===== src/rtl/mem_port_arbiter_pkg.sv =====
// Shared definitions for the memory port arbiter: grant state encoding,
// default sizing constants and the address range helper.
package mem_port_arbiter_pkg;

  typedef enum logic [1:0] {
    IDLE    = 2'd0,
    GNT_CPU = 2'd1,
    GNT_EXT = 2'd2
  } arb_state_t;

  localparam int unsigned DEF_MEM_BYTES    = 2048;
  localparam int unsigned DEF_STARVE_LIMIT = 4;

  // A word access is legal only if all four bytes fit below max_addr+4.
  function automatic logic addr_out_of_range(input logic [31:0] addr,
                                             input logic [31:0] max_addr);
    return addr > max_addr;
  endfunction

endpackage


===== src/rtl/arb_port_mux.sv =====
// 2:1 mux of the access fields (addr/wdata/we) with a registered select.
// The select is loaded with the next grant so it lines up with the state
// register in the arbiter; the data path itself is combinational.
module arb_port_mux
  import mem_port_arbiter_pkg::*;
(
  input  logic        clk,
  input  logic        rst,
  input  logic        sel_ext_d,
  input  logic [31:0] cpu_addr,
  input  logic [31:0] cpu_wdata,
  input  logic        cpu_we,
  input  logic [31:0] ext_addr,
  input  logic [31:0] ext_wdata,
  input  logic        ext_we,
  output logic [31:0] addr,
  output logic [31:0] wdata,
  output logic        we
);

  logic sel_ext_q;

  // Select register, cleared asynchronously with the arbiter state.
  always_ff @(posedge clk or posedge rst) begin
    if (rst) sel_ext_q <= 1'b0;
    else     sel_ext_q <= sel_ext_d;
  end

  // Route the selected requester's access fields.
  always_comb begin
    addr  = cpu_addr;
    wdata = cpu_wdata;
    we    = cpu_we;
    if (sel_ext_q) begin
      addr  = ext_addr;
      wdata = ext_wdata;
      we    = ext_we;
    end
  end

endmodule


===== src/rtl/mem_port_arbiter.sv =====
// Single-port memory arbiter between the CPU and the loader/debug (ext) port.
// Each grant is a one-cycle access; ext wins over a busy CPU once it has
// waited STARVE_LIMIT cycles, and a requester acked this cycle is not
// considered for the next grant.
module mem_port_arbiter
  import mem_port_arbiter_pkg::*;
#(
  parameter int unsigned MEM_BYTES    = DEF_MEM_BYTES,
  parameter int unsigned STARVE_LIMIT = DEF_STARVE_LIMIT
) (
  input  logic        clk,
  input  logic        rst,
  input  logic        cpu_req,
  input  logic        cpu_we,
  input  logic [31:0] cpu_addr,
  input  logic [31:0] cpu_wdata,
  output logic [31:0] cpu_rdata,
  output logic        cpu_ack,
  output logic        cpu_stall,
  input  logic        ext_req,
  input  logic        ext_we,
  input  logic [31:0] ext_addr,
  input  logic [31:0] ext_wdata,
  output logic [31:0] ext_rdata,
  output logic        ext_ack,
  output logic        acc_err,
  output logic [31:0] mem_addr,
  output logic [31:0] mem_wdata,
  output logic        mem_read,
  output logic        mem_write,
  input  logic [31:0] mem_rdata
);

  localparam int unsigned CW        = $clog2(STARVE_LIMIT) + 1;
  localparam logic [CW-1:0] LIMIT   = CW'(STARVE_LIMIT);
  localparam logic [31:0]   MAX_ADDR = 32'(MEM_BYTES - 4);

  arb_state_t    state_q, state_d;
  logic [CW-1:0] starve_q;
  logic          cpu_live, ext_live;
  logic          grant_valid;
  logic [31:0]   mux_addr, mux_wdata;
  logic          mux_we;

  arb_port_mux u_mux (
    .clk       (clk),
    .rst       (rst),
    .sel_ext_d (state_d == GNT_EXT),
    .cpu_addr  (cpu_addr),
    .cpu_wdata (cpu_wdata),
    .cpu_we    (cpu_we),
    .ext_addr  (ext_addr),
    .ext_wdata (ext_wdata),
    .ext_we    (ext_we),
    .addr      (mux_addr),
    .wdata     (mux_wdata),
    .we        (mux_we)
  );

  // Grant state register.
  always_ff @(posedge clk or posedge rst) begin
    if (rst) state_q <= IDLE;
    else     state_q <= state_d;
  end

  // Ext wait counter, saturating at the starvation limit.
  always_ff @(posedge clk or posedge rst) begin
    if (rst)                      starve_q <= '0;
    else if (ext_ack || !ext_req) starve_q <= '0;
    else if (starve_q < LIMIT)    starve_q <= starve_q + CW'(1);
  end

  // Next grant and access outputs; a grant whose request has been dropped
  // produces no ack and no memory strobe.
  always_comb begin
    state_d     = IDLE;
    cpu_ack     = 1'b0;
    ext_ack     = 1'b0;
    grant_valid = 1'b0;
    acc_err     = 1'b0;
    mem_addr    = '0;
    mem_wdata   = '0;
    mem_read    = 1'b0;
    mem_write   = 1'b0;
    cpu_rdata   = '0;
    ext_rdata   = '0;

    cpu_ack     = (state_q == GNT_CPU) && cpu_req;
    ext_ack     = (state_q == GNT_EXT) && ext_req;
    grant_valid = cpu_ack || ext_ack;

    if (grant_valid) begin
      acc_err   = addr_out_of_range(mux_addr, MAX_ADDR);
      mem_addr  = mux_addr;
      mem_wdata = mux_wdata;
      mem_read  = !mux_we;
      mem_write = mux_we && !acc_err;
    end

    if (cpu_ack && !acc_err) cpu_rdata = mem_rdata;
    if (ext_ack && !acc_err) ext_rdata = mem_rdata;

    cpu_live = cpu_req && !cpu_ack;
    ext_live = ext_req && !ext_ack;
    if (ext_live && (!cpu_live || starve_q >= LIMIT)) state_d = GNT_EXT;
    else if (cpu_live)                                state_d = GNT_CPU;
  end

  assign cpu_stall = cpu_req && !cpu_ack;

endmodule


===== config.mk =====
export PLATFORM = sky130hd
export DESIGN_NAME = mem_port_arbiter
export DESIGN_NICKNAME = d
export VERILOG_FILES = /design/src/rtl/mem_port_arbiter_pkg.sv /design/src/rtl/arb_port_mux.sv /design/src/rtl/mem_port_arbiter.sv
export SDC_FILE = /design/constraint.sdc
export NUM_CORES = 1
export LEC_CHECK = 0
export CAP_MARGIN = 20
export CELL_PAD_IN_SITES_DETAIL_PLACEMENT = 1
export CELL_PAD_IN_SITES_GLOBAL_PLACEMENT = 2
export CORE_AREA = 2 2 201 104
export CTS_BUF_LIST = sky130_fd_sc_hd__clkbuf_2
export DETAILED_ROUTE_END_ITERATION = 8
export DIE_AREA = 0 0 203 106
export PLACE_DENSITY = 0.9
export SYNTH_ARGS = -nofsm -noshare
export SYNTH_HDL_FRONTEND = slang
export SYNTH_SLANG_ARGS = --single-unit

===== constraint.sdc =====
create_clock -name clk -period 4.6 [get_ports clk]
set_input_delay 0.92 -clock clk [delete_from_list [all_inputs] [get_ports clk]]
set_output_delay 0.92 -clock clk [all_outputs]
set_load 0.02 [all_outputs]

==> reports/metrics.yaml, run 1 <==
routing:
  vias: 3635
  drt_iter0_markers: 133
  ant_nets: 0
  drc: 0
  wl_per_cell_um: 17.5
  routed_wirelength_mm: 15.9
  routed_via_density: 3.99
  dr.pass1.iters: 4
worst_setup_path:
  reg2regPathDepth: 3
  r2r-end: "starve_q[1]"
  crit_type: "input port to output port"
  rrSetupSlack_ps: 3610
  worstPathMaxFanout: 29
  start_kind: "input port"
  worstPathRequired_ps: 3680
  crit_top_cell: "clkdlybuf4s50_1"
  cp-end-kind: "output port"
  r2r-start: "starve_q[0]"
  max_stage_delay_ps: 650
  cp.arrival_ps: 3480
  cp_slowest_cell: "clkdlybuf4s50_1"
  timing.critical_path.buf_inv: 3
  cpLargestDelayFamily: "buffers and inverters"
  path_cells: "clkdlybuf4s50_1 -> nor4b_1 -> nand2_1 -> a221o_4 -> buf_12 -> nor3_1 -> clkdlybuf4s50_1"
cts:
  ctsResizeCount: 0
  cts_tree: "yes"
  cts-root-buf: "clkbuf_2"
  cts_buffers: 3
  cts_hold_repair.buffers: 0
  clkTransAtPathRegs_ps: 70
  clockBufferDepth: 2
  postCtsSetupRepairBufs: 0
  cts_sinks: 6
  clk_latency_ps: 230
  htreeDepth: 1
logic_synthesis:
  synth_top_area_share_pct: 27.0
  synth_top_cell_by_area: "mux2i_1"
  ys_ff_latch: 6
  syn_inst: 356
  seq_area_frac_synth_pct: 6.42
  yosys-top-cells-area: "mux2i_1 27%, nor3_2 17%, nand2_1 12%"
  yosysWarnings: 0
  avgSynthCellArea_um2: 6.57
  syn_area_um2: 2340
  synth_nets: 523
  synth_cell_types: 31
timing:
  drv_slew: 0
  hold_viol: 0
  grt_setup_unrepaired: "false"
  setup_violations: 0
  layout_setup_ws_ps: 203
  setup_tns_ps: 0
  period_share_pct: 95.6
  worst_pin_slew_ps: 914
  finalClockSkew_ps: 2.84
  max_slew_margin_pct: 39.0
  min_period_ps: 4400
  fmax_mhz: 227
worst_hold_path:
  worstHoldPathCells: 2
  hold_end: "starve_q[1]"
  min_path_type: "register to register"
  worstHoldStart: "starve_q[1]"
place:
  gp_congestion: 0.850
  port_buffers: 299
  place_ws_ps: 203
  place.detailed.hpwl_mm: 13.3
power_and_ir_drop:
  ir_drop_mv: 0.0631
  powerDensity_nw_per_um2: 111
  power.leakage_nw: 1.86
die:
  std_cell_rows: 37
  initial_core_util_pct: 11.7
  io_pins: 300
  dieArea_um2: 21500
  die_h_um: 106
  core_um2: 20000
  die_width_um: 203
global_routing:
  first_global_vias: 3790
  grt_max_degree: 42
  grt.overflow.total: 0
  antenna_found_initial: 0
  grtUsageTotal_pct: 13.7
  grt_pass1_wl_mm: 23.3
layout:
  layout_commonest_cell: "clkdlybuf4s50_1"
  nets: 805
  areaGrowthSynthToFinish_pct: 142
  num-fill-cells: 2395
  seqCellArea_um2: 154
  multiInputGateArea_um2: 2010
  antenna_cells: 0
  fin_util_pct: 28.4
  final_cell_mix: "299 x clkdlybuf4s50_1, 73 x nand2_1, 70 x nor2_1"
  drive_gt1_share_pct: 10.4
run:
  cap_violations: 0
outcome:
  status: "finished clean"
## synth_stat cells (all sizes together)
| master | count |
|---|---|
| nor4 | 9 |
| a22oi | 1 |
| o211a | 1 |
| nand3b | 2 |
| nand2b | 4 |
| nor2 | 73 |
| buf | 25 |
| dfrtp | 6 |
| nand3 | 3 |
| nor4b | 2 |
| mux2i | 63 |
| and2 | 1 |
| a221o | 1 |
| nand2 | 73 |
| clkbuf | 10 |
| xor2 | 1 |
| nor3 | 65 |
| o2111ai | 1 |
| inv | 3 |
| o21ai | 2 |
| o22a | 1 |
| ha | 1 |
| nor3b | 1 |
| o22ai | 1 |
| mux2 | 1 |
| a21oi | 5 |
## registers in the layout, summed over array words and instances (netlist names)
register         cells
starve_q             3
state_q              2
u_mux.sel_ext_q      1
## where the power goes
part | switching [W] | internal (W)
registers | 0.0000131 | 0.0000589
clock network | 0.0000225 | 0.0000231
logic | 0.000235 | 0.000275
## worst min-delay path: cells and delay by family, from the launching register on
kind | cells | cell delay (ps)
and+or+nand+nor | 1 | 90
DFF | 1 | 350
muxes | 1 | 70
## metrics by stage
| step | area, um2 | hold WS, ps | total power, W | instances |
|---|---|---|---|---|
| finish | 5670 | 545 | 0.000627 | 910 |
| global route | 5670 | 592 | 0.000671 | 910 |
| CTS | 5670 | 553 | 0.000638 | 910 |
| detailed placement | 5650 | 541 | 0.000589 | 906 |
| global placement | 5650 | 524 | 0.000585 | 906 |
| floorplan | 2340 | 493 | 0.000285 | 356 |
## cell families (layout without fill, tap and decap cells)
family / count (synthesis) / count (layout) / share of synthesized area (%)
and+or+nand+nor: 233 / 233 / 52.5
muxes: 64 / 64 / 27.4
buffers and inverters: 38 / 319 / 9.09
AOI/OAI and AO/OA: 13 / 13 / 3.69
DFF: 6 / 6 / 6.42
adders and majority gates: 1 / 1 / 0.535
xor gates and xnor gates: 1 / 1 / 0.374
## worst max path at each step
stage / slack [ps] / startpoint / end / cells after the start
finish: 200 / ext_addr[27] / ext_rdata[20] / 7
global route: 20 / ext_addr[31] / ext_rdata[4] / 7
CTS: 180 / ext_addr[27] / ext_rdata[6] / 7
detailed placement: 200 / ext_addr[27] / ext_rdata[6] / 7
global placement: 230 / ext_addr[31] / cpu_rdata[23] / 7
floorplan: 1300 / ext_addr[27] / ext_rdata[10] / 5
## layer usage
layer | vias to the layer above | share of wire [%] | global-route usage, %
met4 | 0 | 0.44 | 0.886
li1 | 1785 | - | -
met5 | - | 0 | 0
met3 | 2 | 6.7 | 3.28
met1 | 1716 | 47 | 18.6
met2 | 132 | 46 | 23.0
## layout make-up
class                      instances  area share, %
timing repair buffer             312           55.2
tap                              273           6.03
sequential                         6           2.72
clock buffer                       4          0.353
inverter                           3          0.199
multi-input combinational        312           35.5
Note: power is estimated with default switching activity, not from simulation.
==> run 2, diff against run 1 <==
- CORE_AREA: 2 2 201 104 -> 2 2 200 104
- DIE_AREA: 0 0 203 106 -> 0 0 202 106
- PLACE_DENSITY: 0.9 -> 0.87
- SETUP_SLACK_MARGIN: default -> 0.4
- SYNTH_HIERARCHICAL: default -> 1
- clock period: 4.6 -> 5.71 ns (I/O delays scaled with it)
==> run 2 against run 1 <==
Utilization increased by 2.1 points. Worst setup slack better by 430 ps. Sequential share of layout area decreased by 0.18 points. Die area decreased by 0.49%. Routed wire length is 2.5% lower. Register-to-register slack improved by 1100 ps. Clock power down 21%. Largest power group unchanged. Highest routed layer is now met5.
==> reports/metrics.yaml, run 2 <==
die:
  dieArea_um2: 21400  # -0.49%
  die_width_um: 202  # -0.49%
  core_um2: 19900  # -0.46%
  initial_core_util_pct: 14.5  # +2.8 points
  die_h_um: 106  # unchanged
  std_cell_rows: 37  # unchanged
  io_pins: 300  # unchanged
global_routing:
  grt.overflow.total: 0  # unchanged
  antenna_found_initial: 1  # +1
  first_global_vias: 3779  # -0.29%
  grt_max_degree: 67  # +60%
  grtUsageTotal_pct: 13.9  # +0.14 points
  grt_pass1_wl_mm: 23.4  # +0.36%
routing:
  ant_nets: 0  # unchanged
  drt_iter0_markers: 207  # +56%
  vias: 3632  # -0.083%
  routed_via_density: 4.09  # +2.5%
  routed_wirelength_mm: 15.5  # -2.5%
  dr.pass1.iters: 4  # unchanged
  drc: 0  # unchanged
  wl_per_cell_um: 17.5  # about the same
timing:
  grt_setup_unrepaired: "false"
  finalClockSkew_ps: 16.6  # +13.8 ps
  worst_pin_slew_ps: 965  # +51.5 ps
  max_slew_margin_pct: 35.7  # -3.3 points
  drv_slew: 0  # unchanged
  hold_viol: 0  # unchanged
  setup_violations: 0  # unchanged
  fmax_mhz: 197
  min_period_ps: 5070
  period_share_pct: 88.9
  setup_tns_ps: 0  # unchanged
logic_synthesis:
  yosysMostFrequentCell: "nand2_1"
  synth_top_area_share_pct: 26.0  # -0.91 points
  avgSynthCellArea_um2: 8.36  # +27%
  yosys-top-cells-area: "mux2_4 26%, nor4_2 17%, and2_1 14%"
  ys_ff_latch: 6  # unchanged
  syn_area_um2: 2880  # +23%
  netlist_top_cells_count: "68 x nand2_1, 65 x and2_1, 50 x mux2_4"
  syn_inst: 345  # -3.1%
  synth_top_cell_by_area: "mux2_4"
  ys.flop_type: "dfrtp_1"
  async_flop_share_pct: 100  # unchanged
  synth-edff-count: 0  # unchanged
  seq_area_frac_synth_pct: 5.21  # -1.2 points
  synth_cell_types: 27  # -13%
  synth_nets: 512  # -2.1%
  yosysWarnings: 6  # +6
power_and_ir_drop:
  power.leakage_nw: 2.03  # +8.9%
  internal-power_w: 0.000335  # -6.3%
  p_comb_share_pct: 82.1  # +0.9 points
  power_switching_share_pct: 38.6  # -4.5 points
  ir_drop_mv: 0.0436  # -31%
  p_sw_w: 0.000210  # -22%
  powerDensity_nw_per_um2: 89.8  # -19%
  pwr-share-clk_pct: 6.6  # -0.7 points
  seqPwrFrac_pct: 11.2  # -0.3 points
worst_setup_path:
  worstPathRequired_ps: 4570  # +890 ps
  cp-end-kind: "output port"
  crit_type: "input port to output port"
  path_cells: "clkdlybuf4s50_1 -> mux2_4 -> nor4_1 -> nand2_4 -> buf_4 -> nor4_1 -> clkdlybuf4s50_1"
  worstPathMaxFanout: 66  # +130%
  start_kind: "input port"
  cp_slowest_cell: "clkdlybuf4s50_1"
  rrSetupSlack_ps: 4700  # +1090 ps
  max_stage_delay_ps: 680  # +30 ps
  cp.arrival_ps: 3930  # +450 ps
layout:
  areaGrowthSynthToFinish_pct: 110
  multiInputGateArea_um2: 2440  # +21%
  layout_commonest_cell: "clkdlybuf4s50_1"
  reg.largest.list: "starve_q x3, state_q x2, u_mux/sel_ext_q x1"
  num-fill-cells: 2319  # -3.2%
  fin_util_pct: 30.5  # +2.1 points
  drive_gt1_share_pct: 20.0  # +9.7 points
  nets: 782  # -2.9%
  seqCellArea_um2: 154  # unchanged
  final_cell_mix: "298 x clkdlybuf4s50_1, 67 x nand2_1, 65 x and2_1"
  largest_register_ff_count: 3  # unchanged
  largest-register: "starve_q"
  antenna_cells: 0  # unchanged
cts:
  clk_latency_ps: 240  # about the same
  ctsResizeCount: 0  # unchanged
  cts_tree: "yes"
  cts_sinks: 6  # unchanged
  cts-root-buf: "clkbuf_2"
  cts_buffers: 3  # unchanged
  htreeDepth: 1  # unchanged
  postCtsSetupRepairBufs: 0  # unchanged
  cts_hold_repair.buffers: 0  # unchanged
  clkTransAtPathRegs_ps: 70  # about the same
  clockBufferDepth: 2  # unchanged
place:
  place.detailed.hpwl_mm: 12.5  # -6.5%
  gp_congestion: 0.881  # +3.6%
  port_buffers: 299  # unchanged
run:
  cap_violations: 0  # unchanged
outcome:
  status: "finished clean"
worst_hold_path:
  min_path_type: "register to register"
[run 2: changes by cell type in the layout (fill, tap and decap cells not counted), moves of 24 or more]
cell     delta
and2_1     +64
mux2_4     +50
mux2i_1    -62
nor2_1     -65
nor3_1     -24
nor3_2     -39
nor4_2     +40
[run 2: cells by family after synthesis]
group           count (synthesis)  share of synthesized area [%]
xor+xnor                        1                          0.304
mux                            66                           32.2
fa+ha+maj                       1                          0.434
flops                           6                           5.21
buf+inv                        46                           10.5
compound gates                  7                           1.61
simple gates                  218                           49.7
[run 2: power by group through the flow]
stage / Combinational [W] / Sequential [W] / Clock, W
after detailed placement: 0.000453 / 0.0000625 / 0
after global placement: 0.000450 / 0.0000621 / 0
final: 0.000447 / 0.0000612 / 0.0000360
after global routing: 0.000478 / 0.0000626 / 0.0000413
after CTS: 0.000455 / 0.0000616 / 0.0000371
after floorplan: 0.000235 / 0.0000506 / 0
[run 2: worst max-delay path, delay by kind of cell]
family / cells / cell delay (ps)
buffers and inverters: 3 / 1480
muxes: 1 / 270
and+or+nand+nor: 3 / 980
[run 2: routing by layer]
metal	global-route usage [%]	part of all wire (%)	vias up
met5	0	0.084	-
met4	0.525	0.11	2
met3	2.76	6.9	5
met2	21.4	42	141
met1	20.6	50	1728
li1	-	-	1756
[run 2: cell type report]
type | count | share of cell area [%]
flip-flops and latches | 6 | 2.54
repair buffers | 308 | 51.0
multi-input cells | 293 | 40.3
clock buffers | 4 | 0.330
well taps | 273 | 5.63
inverters | 3 | 0.186
[run 2: path summary, 6_finish.rpt]
kind | from | end | cells past startpoint
setup / recovery | cpu_addr[28] | ext_rdata[8] | 7
hold / removal | starve_q[0] | starve_q[0] | 2
setup reg to reg | starve_q[0] | starve_q[1] | 3
hold reg to reg | starve_q[0] | starve_q[0] | 2
max in group asynchronous | rst | state_q[0] | 2
min in group asynchronous | rst | u_mux/sel_ext_q | 2
[run 2: metrics by stage]
| step | cell area [um2] | total power (W) | std cells | worst slack [ps] | hold slack (ps) |
|---|---|---|---|---|---|
| after floorplan | 2880 | 0.000286 | 345 | 1820 | 493 |
| after global placement | 6040 | 0.000512 | 883 | 648 | 516 |
| after detailed placement | 6040 | 0.000515 | 883 | 625 | 554 |
| after CTS | 6060 | 0.000553 | 887 | 602 | 573 |
| after global routing | 6060 | 0.000582 | 887 | 475 | 603 |
| final | 6060 | 0.000545 | 887 | 637 | 559 |
